[src/rtl/fetch_unit_pkg.sv]
// Shared encodings between the fetch unit and the control unit:
// stack-pointer operation select and RAM address source select.
package fetch_unit_pkg;

  typedef enum logic [1:0] {
    SP_HOLD   = 2'b00,
    SP_PUSH   = 2'b01,
    SP_POP    = 2'b10,
    SP_RELOAD = 2'b11
  } sp_op_e;

  localparam logic ADDR_SEL_PC  = 1'b0;
  localparam logic ADDR_SEL_MAR = 1'b1;

endpackage

[src/rtl/fetch_unit_stack_pointer.sv]
// Stack pointer: pre-decrement push, post-increment pop, reload to top of RAM,
// and a sticky overflow/underflow flag that only reset clears.
module fetch_unit_stack_pointer
  import fetch_unit_pkg::*;
#(
  parameter int unsigned         ADDR_W   = 16,
  parameter logic [ADDR_W-1:0]   SP_RESET = {ADDR_W{1'b1}}
) (
  input  logic              clk,
  input  logic              rst,
  input  logic [1:0]        i_sp_sel,
  output logic [ADDR_W-1:0] o_sp_val,
  output logic [ADDR_W-1:0] o_sp_addr,
  output logic              o_sp_active,
  output logic              o_stack_err
);

  logic [ADDR_W-1:0] r_sp;
  logic              r_stack_err;
  logic [ADDR_W-1:0] w_sp_dec;
  logic [ADDR_W-1:0] w_sp_inc;
  logic              w_overflow;
  logic              w_underflow;

  assign w_sp_dec    = r_sp - 1'b1;
  assign w_sp_inc    = r_sp + 1'b1;
  assign w_overflow  = (i_sp_sel == SP_PUSH) && (r_sp == '0);
  assign w_underflow = (i_sp_sel == SP_POP)  && (r_sp == SP_RESET);

  // Push addresses the slot below SP; pop and reload address SP itself.
  assign o_sp_addr   = (i_sp_sel == SP_PUSH) ? w_sp_dec : r_sp;
  assign o_sp_active = (i_sp_sel != SP_HOLD);
  assign o_sp_val    = r_sp;
  assign o_stack_err = r_stack_err;

  always_ff @(posedge clk) begin
    if (!rst) begin
      r_sp        <= SP_RESET;
      r_stack_err <= 1'b0;
    end else begin
      case (i_sp_sel)
        SP_PUSH:   r_sp <= w_sp_dec;
        SP_POP:    r_sp <= w_sp_inc;
        SP_RELOAD: r_sp <= SP_RESET;
        default:   r_sp <= r_sp;
      endcase
      if (w_overflow || w_underflow) r_stack_err <= 1'b1;
    end
  end

endmodule

[src/rtl/fetch_unit.sv]
// Fetch unit: PC, MAR, IR and the RAM address mux; the stack pointer lives in
// its own sub-module and takes over the RAM address whenever a stack op is active.
module fetch_unit
  import fetch_unit_pkg::*;
#(
  parameter int unsigned       ADDR_W   = 16,
  parameter logic [ADDR_W-1:0] PC_RESET = '0,
  parameter logic [ADDR_W-1:0] SP_RESET = {ADDR_W{1'b1}}
) (
  input  logic              clk,
  input  logic              rst,
  input  logic [15:0]       bus_in,
  input  logic              pc_enable,
  input  logic              pcin,
  input  logic              pcout,
  input  logic              addr_in,
  input  logic              instr_enable,
  input  logic              ram_addr_sel,
  input  logic [1:0]        sp_sel,
  input  logic [15:0]       ram_rdata,
  output logic [15:0]       instr,
  output logic [ADDR_W-1:0] ram_addr,
  output logic [15:0]       bus_out,
  output logic              bus_oe,
  output logic [ADDR_W-1:0] sp_val,
  output logic              stack_err
);

  logic [ADDR_W-1:0] r_pc;
  logic [ADDR_W-1:0] r_mar;
  logic [15:0]       r_ir;
  logic [ADDR_W-1:0] w_sp_addr;
  logic              w_sp_active;
  logic [15:0]       w_pc_ext;

  fetch_unit_stack_pointer #(
    .ADDR_W   (ADDR_W),
    .SP_RESET (SP_RESET)
  ) u_stack_pointer (
    .clk         (clk),
    .rst         (rst),
    .i_sp_sel    (sp_sel),
    .o_sp_val    (sp_val),
    .o_sp_addr   (w_sp_addr),
    .o_sp_active (w_sp_active),
    .o_stack_err (stack_err)
  );

  // pcin wins over pc_enable: a jump never also increments.
  always_ff @(posedge clk) begin
    if (!rst) begin
      r_pc  <= PC_RESET;
      r_mar <= '0;
      r_ir  <= '0;
    end else begin
      if (pcin)           r_pc <= bus_in[ADDR_W-1:0];
      else if (pc_enable) r_pc <= r_pc + 1'b1;
      if (addr_in)        r_mar <= bus_in[ADDR_W-1:0];
      if (instr_enable)   r_ir  <= ram_rdata;
    end
  end

  always_comb begin
    w_pc_ext             = '0;
    w_pc_ext[ADDR_W-1:0] = r_pc;
  end

  always_comb begin
    ram_addr = r_pc;
    if (w_sp_active)                        ram_addr = w_sp_addr;
    else if (ram_addr_sel == ADDR_SEL_MAR)  ram_addr = r_mar;
  end

  assign instr   = r_ir;
  assign bus_out = w_pc_ext;
  assign bus_oe  = pcout;

endmodule

[config.mk]
export PLATFORM = sky130hd
export DESIGN_NAME = fetch_unit
export DESIGN_NICKNAME = d
export VERILOG_FILES = /design/src/rtl/fetch_unit_pkg.sv /design/src/rtl/fetch_unit_stack_pointer.sv /design/src/rtl/fetch_unit.sv
export SDC_FILE = /design/constraint.sdc
export NUM_CORES = 1
export LEC_CHECK = 0
export BUFFER_PORTS_ARGS = -buffer_cell sky130_fd_sc_hd__clkbuf_2
export CELL_PAD_IN_SITES_DETAIL_PLACEMENT = 0
export CELL_PAD_IN_SITES_GLOBAL_PLACEMENT = 1
export CORE_ASPECT_RATIO = 0.5
export CORE_UTILIZATION = 41
export DETAILED_ROUTE_END_ITERATION = 12
export GPL_TIMING_DRIVEN = 0
export PLACE_DENSITY = 0.84
export SKIP_CTS_REPAIR_TIMING = 1
export SLEW_MARGIN = 5
export SYNTH_ARGS = -nofsm -noshare
export SYNTH_HDL_FRONTEND = slang
export SYNTH_SLANG_ARGS = --single-unit
[constraint.sdc]
create_clock -name clk -period 5.2 [get_ports clk]
set_clock_uncertainty 0.2 [all_clocks]
set_input_delay 0.52 -clock clk [delete_from_list [all_inputs] [get_ports clk]]
set_output_delay 0.52 -clock clk [all_outputs]
set_load 0.005 [all_outputs]
==> flow_summary.ini, run 1 <==
[power]
p_leak_nw = 2.05
switchingPower_mw = 0.457
clock_power_share_pct = 41.7
p_int_mw = 1.06
powerDensity_mw_per_mm2 = 315
sw_frac_of_total_pct = 30.2
power.share.combinational_pct = 20.5
ir_drop_mv = 0.176
pwr-share-seq_pct = 37.7

[timing]
fin_crit_sh_pct = 74.2
finalHoldViolations = 0
period_needed_ns = 3.86
hold_ws_ns = 0.238
max_freq_ghz = 0.259
setup_violations = 0
rsz0062_at_grt = no
fin_tns_setup_ns = 0
worstMarginPinSlew_ns = 0.794
maxSlewHeadroom_pct = 46.8
drv_slew = 0

[yosys]
yosysUniqueCellTypes = 51
yosys.area.top_type_share_pct = 33.9
synth_area_leaders = dfxtp_1 34%, mux2i_1 9.9%, nor2b_1 6.8%
yosysTopAreaCell = dfxtp_1
postSynth.topFlopCell = dfxtp_1
syn_nets = 511
synth_seq_cells = 65
ys_async_sr_fraction_pct = 0
avgSynthCellArea_um2 = 8.24
syn_inst = 466
synth_most_common_cell = dfxtp_1
synth-seq-area-share_pct = 33.9
synth_edf_count = 0
syn_area_mm2 = 0.00384
ys_top_cells_by_count = 65 x dfxtp_1, 42 x nor2b_1, 38 x mux2i_1, 33 x nand2_1, 30 x clkbuf_1
ys_warn_count = 0

[setup_path]
end_kind = output pin
cp_max_fo = 9
startpoint_type = flip-flop
arrival_ns = 3.14
worstPathRequired_ns = 4.48
path_class = flip-flop to output pin

[place]
dp_hpwl_mm = 8.71
place_area_mm2 = 0.00450
gp_congestion = 0.946
io_buffers = 103

[drt]
drt-vias-per-instance = 5.69
drc = 10
totalWireLength_mm = 12.1
ant_nets = 0
via_count = 3995
wire_per_inst_um = 17.2
first_pass_iters = 9
first_iter_violations = 328

[floorplan]
die_w_um = 139
ios = 108
rows = 24
die_h_um = 70.4
die_area_mm2 = 0.00978
core_area_mm2 = 0.00889
start_util_pct = 43.2

[status]
violations = DRC
outcome = complete, but fails checks

[global_routing]
antenna_found_initial = 0
grt_pass1_wl_mm = 19.1
gr-total-overflow = 0
grt_max_degree = 13
grt_pass1_vias = 3658
grt_usage_pct = 25.3

[clock_tree]
clk_latency_ns = 0.34
clock-sinks = 65
clockBufferDepth = 2
clk_pin_slew_ns = 0.06
clock_tree.root_cell = clkbuf_16
htree_num_levels = 3
cts_made_buffers = 9
cts_tree = built

[finish]
stdcell_area_mm2 = 0.00481
fin_util_pct = 54.1
fin_nets = 625
num_antenna_cells = 0
syn2layout_area_growth_pct = 25.2
post_route_cells_drive_above_1_share_pct = 23.1

[job]
drv_cap = 0

[hold_path]
hp-class = input port to flip-flop
## registers in the layout, summed over array words and instances, names as in the netlist
name	count
bus_out	16
instr	16
r_mar	16
u_stack_pointer.o_sp_val	16
u_stack_pointer.o_stack_err	1
## final timing paths
check,end,slack [ns],start,cells past startpoint
worst max register to register,u_stack_pointer.o_sp_val[12]$_SDFFE_PN1P_,2.20,u_stack_pointer.o_sp_val[0]$_SDFFE_PN1P_,8
worst min register to register,instr[4]$_SDFFE_PN0P_,0.32,instr[4]$_SDFFE_PN0P_,2
worst min-delay path,instr[10]$_SDFFE_PN0P_,0.24,ram_rdata[10],3
worst max-delay path,ram_addr[12],1.34,u_stack_pointer.o_sp_val[0]$_SDFFE_PN1P_,9
## worst max-delay path: stages, from the launching register on
cell,delay [ns]
dfxtp_1,0.32
clkbuf_1,0.21
inv_1,0.16
ha_1,0.32
or4b_4,0.56
or3_4,0.39
or3_4,0.36
a2bb2oi_1,0.15
o22a_1,0.22
clkbuf_2,0.11
## logic make-up after synthesis
family	share of synthesized area, %
AO/OA/AOI/OAI	22.2
flip-flops	33.9
multiplexers	11.1
AND/OR/NAND/NOR	23.6
buffers and inverters	5.08
XOR/XNOR	3.19
adder cells (fa/ha/maj)	0.978
## placed cells by master (no fill, tap or decap), drive strengths merged, types with 8 or more instances in the layout
master	count
nand2	33
dfxtp	65
nor2	26
nor2b	42
a31oi	9
o22ai	11
inv	10
buf	10
a211oi	8
a21oi	24
mux2i	38
clkbuf	144
nand4	11
nand3	15
nor3	10
o211ai	9
o22a	9
xnor2	8
o21ai	23
## stage by stage
step                instances  total power, mW  setup slack, ns
floorplan                 466            0.767             2.12
global placement          686            0.883             1.79
detailed placement        686            0.886             1.75
CTS                       702             1.52             1.38
global route              702             1.58             1.23
finish                    702             1.51             1.34
## cell type report
| class | instances | area (um2) |
|---|---|---|
| Multi-Input combinational cell | 351 | 2340 |
| Sequential cell | 65 | 1300 |
| Buffer | 41 | 161 |
| Clock buffer | 10 | 239 |
| Fill cell | 892 | 4080 |
| Tap cell | 117 | 146 |
| Clock inverter | 6 | 66.3 |
| Inverter | 9 | 33.8 |
| Timing Repair Buffer | 103 | 515 |
## routing by layer
layer	part of all wire (%)	global-route usage, %
met1	48	34.2
met2	43	39.5
met3	7.8	7.68
met4	1.1	5.80
met5	0	0
## power groups by stage
| stage | logic (mW) | registers, mW | clock network, mW |
|---|---|---|---|
| floorplan | 0.191 | 0.575 | 0 |
| global placement | 0.303 | 0.579 | 0 |
| detailed placement | 0.305 | 0.581 | 0 |
| CTS | 0.307 | 0.570 | 0.638 |
| global route | 0.342 | 0.576 | 0.664 |
| finish | 0.311 | 0.571 | 0.631 |
Note: power is estimated with default switching activity, not from simulation.
==> run 2, diff against run 1 <==
- CORE_UTILIZATION: 41 -> 34
- PLACE_DENSITY: 0.84 -> 0.75
- clock period: 5.2 -> 3.2 ns (I/O delays scaled with it)
==> flow_summary.ini, run 2 (synthesized netlist as in run 1, its figures left out) <==
[place]
place_area_mm2 = 0.00453
dp_hpwl_mm = 9.08
io_buffers = 103
dp_slack_ns = -0.0264
dp_cells = 709
gp_congestion = 0.892

[floorplan]
start_util_pct = 36.3
ios = 108
die_h_um = 77.1
die_area_mm2 = 0.0117
die_w_um = 152
core_area_mm2 = 0.0106
rows = 26

[clock_tree]
clk_latency_ns = 0.33
clock-sinks = 65
htree_num_levels = 3
cts_made_buffers = 9
clock_tree.root_cell = clkbuf_16
cts_tree = built
clk_pin_slew_ns = 0.06
clockBufferDepth = 2

[global_routing]
grt_pass1_vias = 3539
grt_pass1_wl_mm = 19.6
use_met3_pct = 5.26
antenna_found_initial = 0
grt_max_degree = 13
gr-total-overflow = 0
met2_usage_pct = 32.7
globalRouteMet1Util_pct = 30.2
top_usage_layer = met2
grt_usage_pct = 21.6

[setup_path]
worstPathRequired_ns = 2.68
cp_cell_sequence = inv_2 -> ha_4 -> or4b_4 -> or3_4 -> or3_4 -> a2bb2oi_1 -> o22a_1 -> clkbuf_2
arrival_ns = 2.67
end_kind = output pin
startpoint = u_stack_pointer.o_sp_val[1]$_SDFFE_PN1P_
timing.rr.end = u_stack_pointer.o_sp_val[12]$_SDFFE_PN1P_
path_class = flip-flop to output pin
r2r_slack_ns = 0.66
cpMaxStageDelayCell = or4b_4
endpoint = ram_addr[12]
worst-r2r-cell-count = 7
cp_max_fo = 10
cp_common_cell = or3_4
slowest_delay_ns = 0.50
r2r-start = u_stack_pointer.o_sp_val[1]$_SDFFE_PN1P_
startpoint_type = flip-flop

[power]
pwr-share-seq_pct = 37.1
powerDensity_mw_per_mm2 = 512
p_int_mw = 1.78
sw_frac_of_total_pct = 29.3
power.share.combinational_pct = 20.3
clock_power_share_pct = 42.6
ir_drop_mv = 0.205
p_leak_nw = 2.07
finalPower_mw = 2.51
switchingPower_mw = 0.736

[finish]
multiInputGateArea_mm2 = 0.00237
post_route_cells_drive_above_1_share_pct = 24.7
final_cells = 727
mostFrequentLayoutCells = 104 x clkbuf_2, 63 x dfxtp_1, 42 x nor2b_1, 38 x mux2i_1, 33 x nand2_1
fin_nets = 627
num_antenna_cells = 0
syn2layout_area_growth_pct = 27.8
fillers = 1089
layout.area.seq_mm2 = 0.00131
stdcell_area_mm2 = 0.00491
layout_commonest_cell = clkbuf_2

[status]
outcome = complete, but fails checks
violations = DRC

[hold_path]
worstHoldStart = ram_rdata[10]
hp-class = input port to flip-flop

[drt]
ant_nets = 0
first_iter_violations = 458
first_pass_iters = 10
wire_per_inst_um = 17.4
drt-vias-per-instance = 5.41
via_count = 3932
drc = 10
totalWireLength_mm = 12.7

[timing]
hold_ws_ns = 0.0402
worst_slack_ns = 0.0104
finalHoldViolations = 0
maxSlewHeadroom_pct = 47.9
worstMarginPinSlew_ns = 0.781
setup_violations = 0
max_freq_ghz = 0.314
rsz0062_at_grt = yes
fin_crit_sh_pct = 99.7
period_needed_ns = 3.19
drv_slew = 0

[job]
drv_cap = 0
run 2: how the worst min path moves through the flow:
stage	endpoint	slack, ns	cells after the start
after global placement	r_mar[10]$_SDFFE_PN0P_	0.29	2
after global routing	bus_out[3]$_SDFFE_PN0P_	0.04	2
final	instr[10]$_SDFFE_PN0P_	0.04	3
after detailed placement	instr[10]$_SDFFE_PN0P_	0.31	2
after CTS	bus_out[4]$_SDFFE_PN0P_	0.04	2
after floorplan	u_stack_pointer.o_stack_err$_SDFFE_PN0P_	0.28	1
run 2: stage by stage:
stage                     setup TNS, ns  utilization [%]
after CTS                        -0.653             45.9
after detailed placement        -0.0264             42.8
after global placement          -0.0405             42.8
final                                 0             46.4
after global routing            -0.0545             46.4
after floorplan                       0                -
run 2: worst max-delay path: cells and delay by family, from the launching register on:
family                     cells  cell delay [ns]
and+or+nand+nor                3             1.25
AOI/OAI and AO/OA              2             0.36
buffers and inverters          2             0.19
adders and majority gates      1             0.16
DFF                            1             0.38
run 2: cell type report:
cell class | count | area share, %
Timing Repair Buffer | 107 | 11.1
Clock inverter | 6 | 1.89
Buffer | 39 | 3.14
Sequential cell | 65 | 26.7
Inverter | 9 | 0.739
Tap cell | 140 | 3.57
Clock buffer | 10 | 4.67
Multi-Input combinational cell | 351 | 48.2
run 2: routing by layer:
metal,part of all wire (%),routed length (um)
met1,49,6170
met2,43,5420
met5,0,0
met3,7.6,963
met4,0.82,104
run 2: power groups by stage:
stage               Sequential, mW  Combinational, mW  Clock (mW)
floorplan                    0.935              0.311           0
global placement             0.942              0.500           0
CTS                          0.927              0.504        1.09
detailed placement           0.944              0.501           0
finish                       0.934              0.510        1.07
global route                 0.943              0.558        1.13
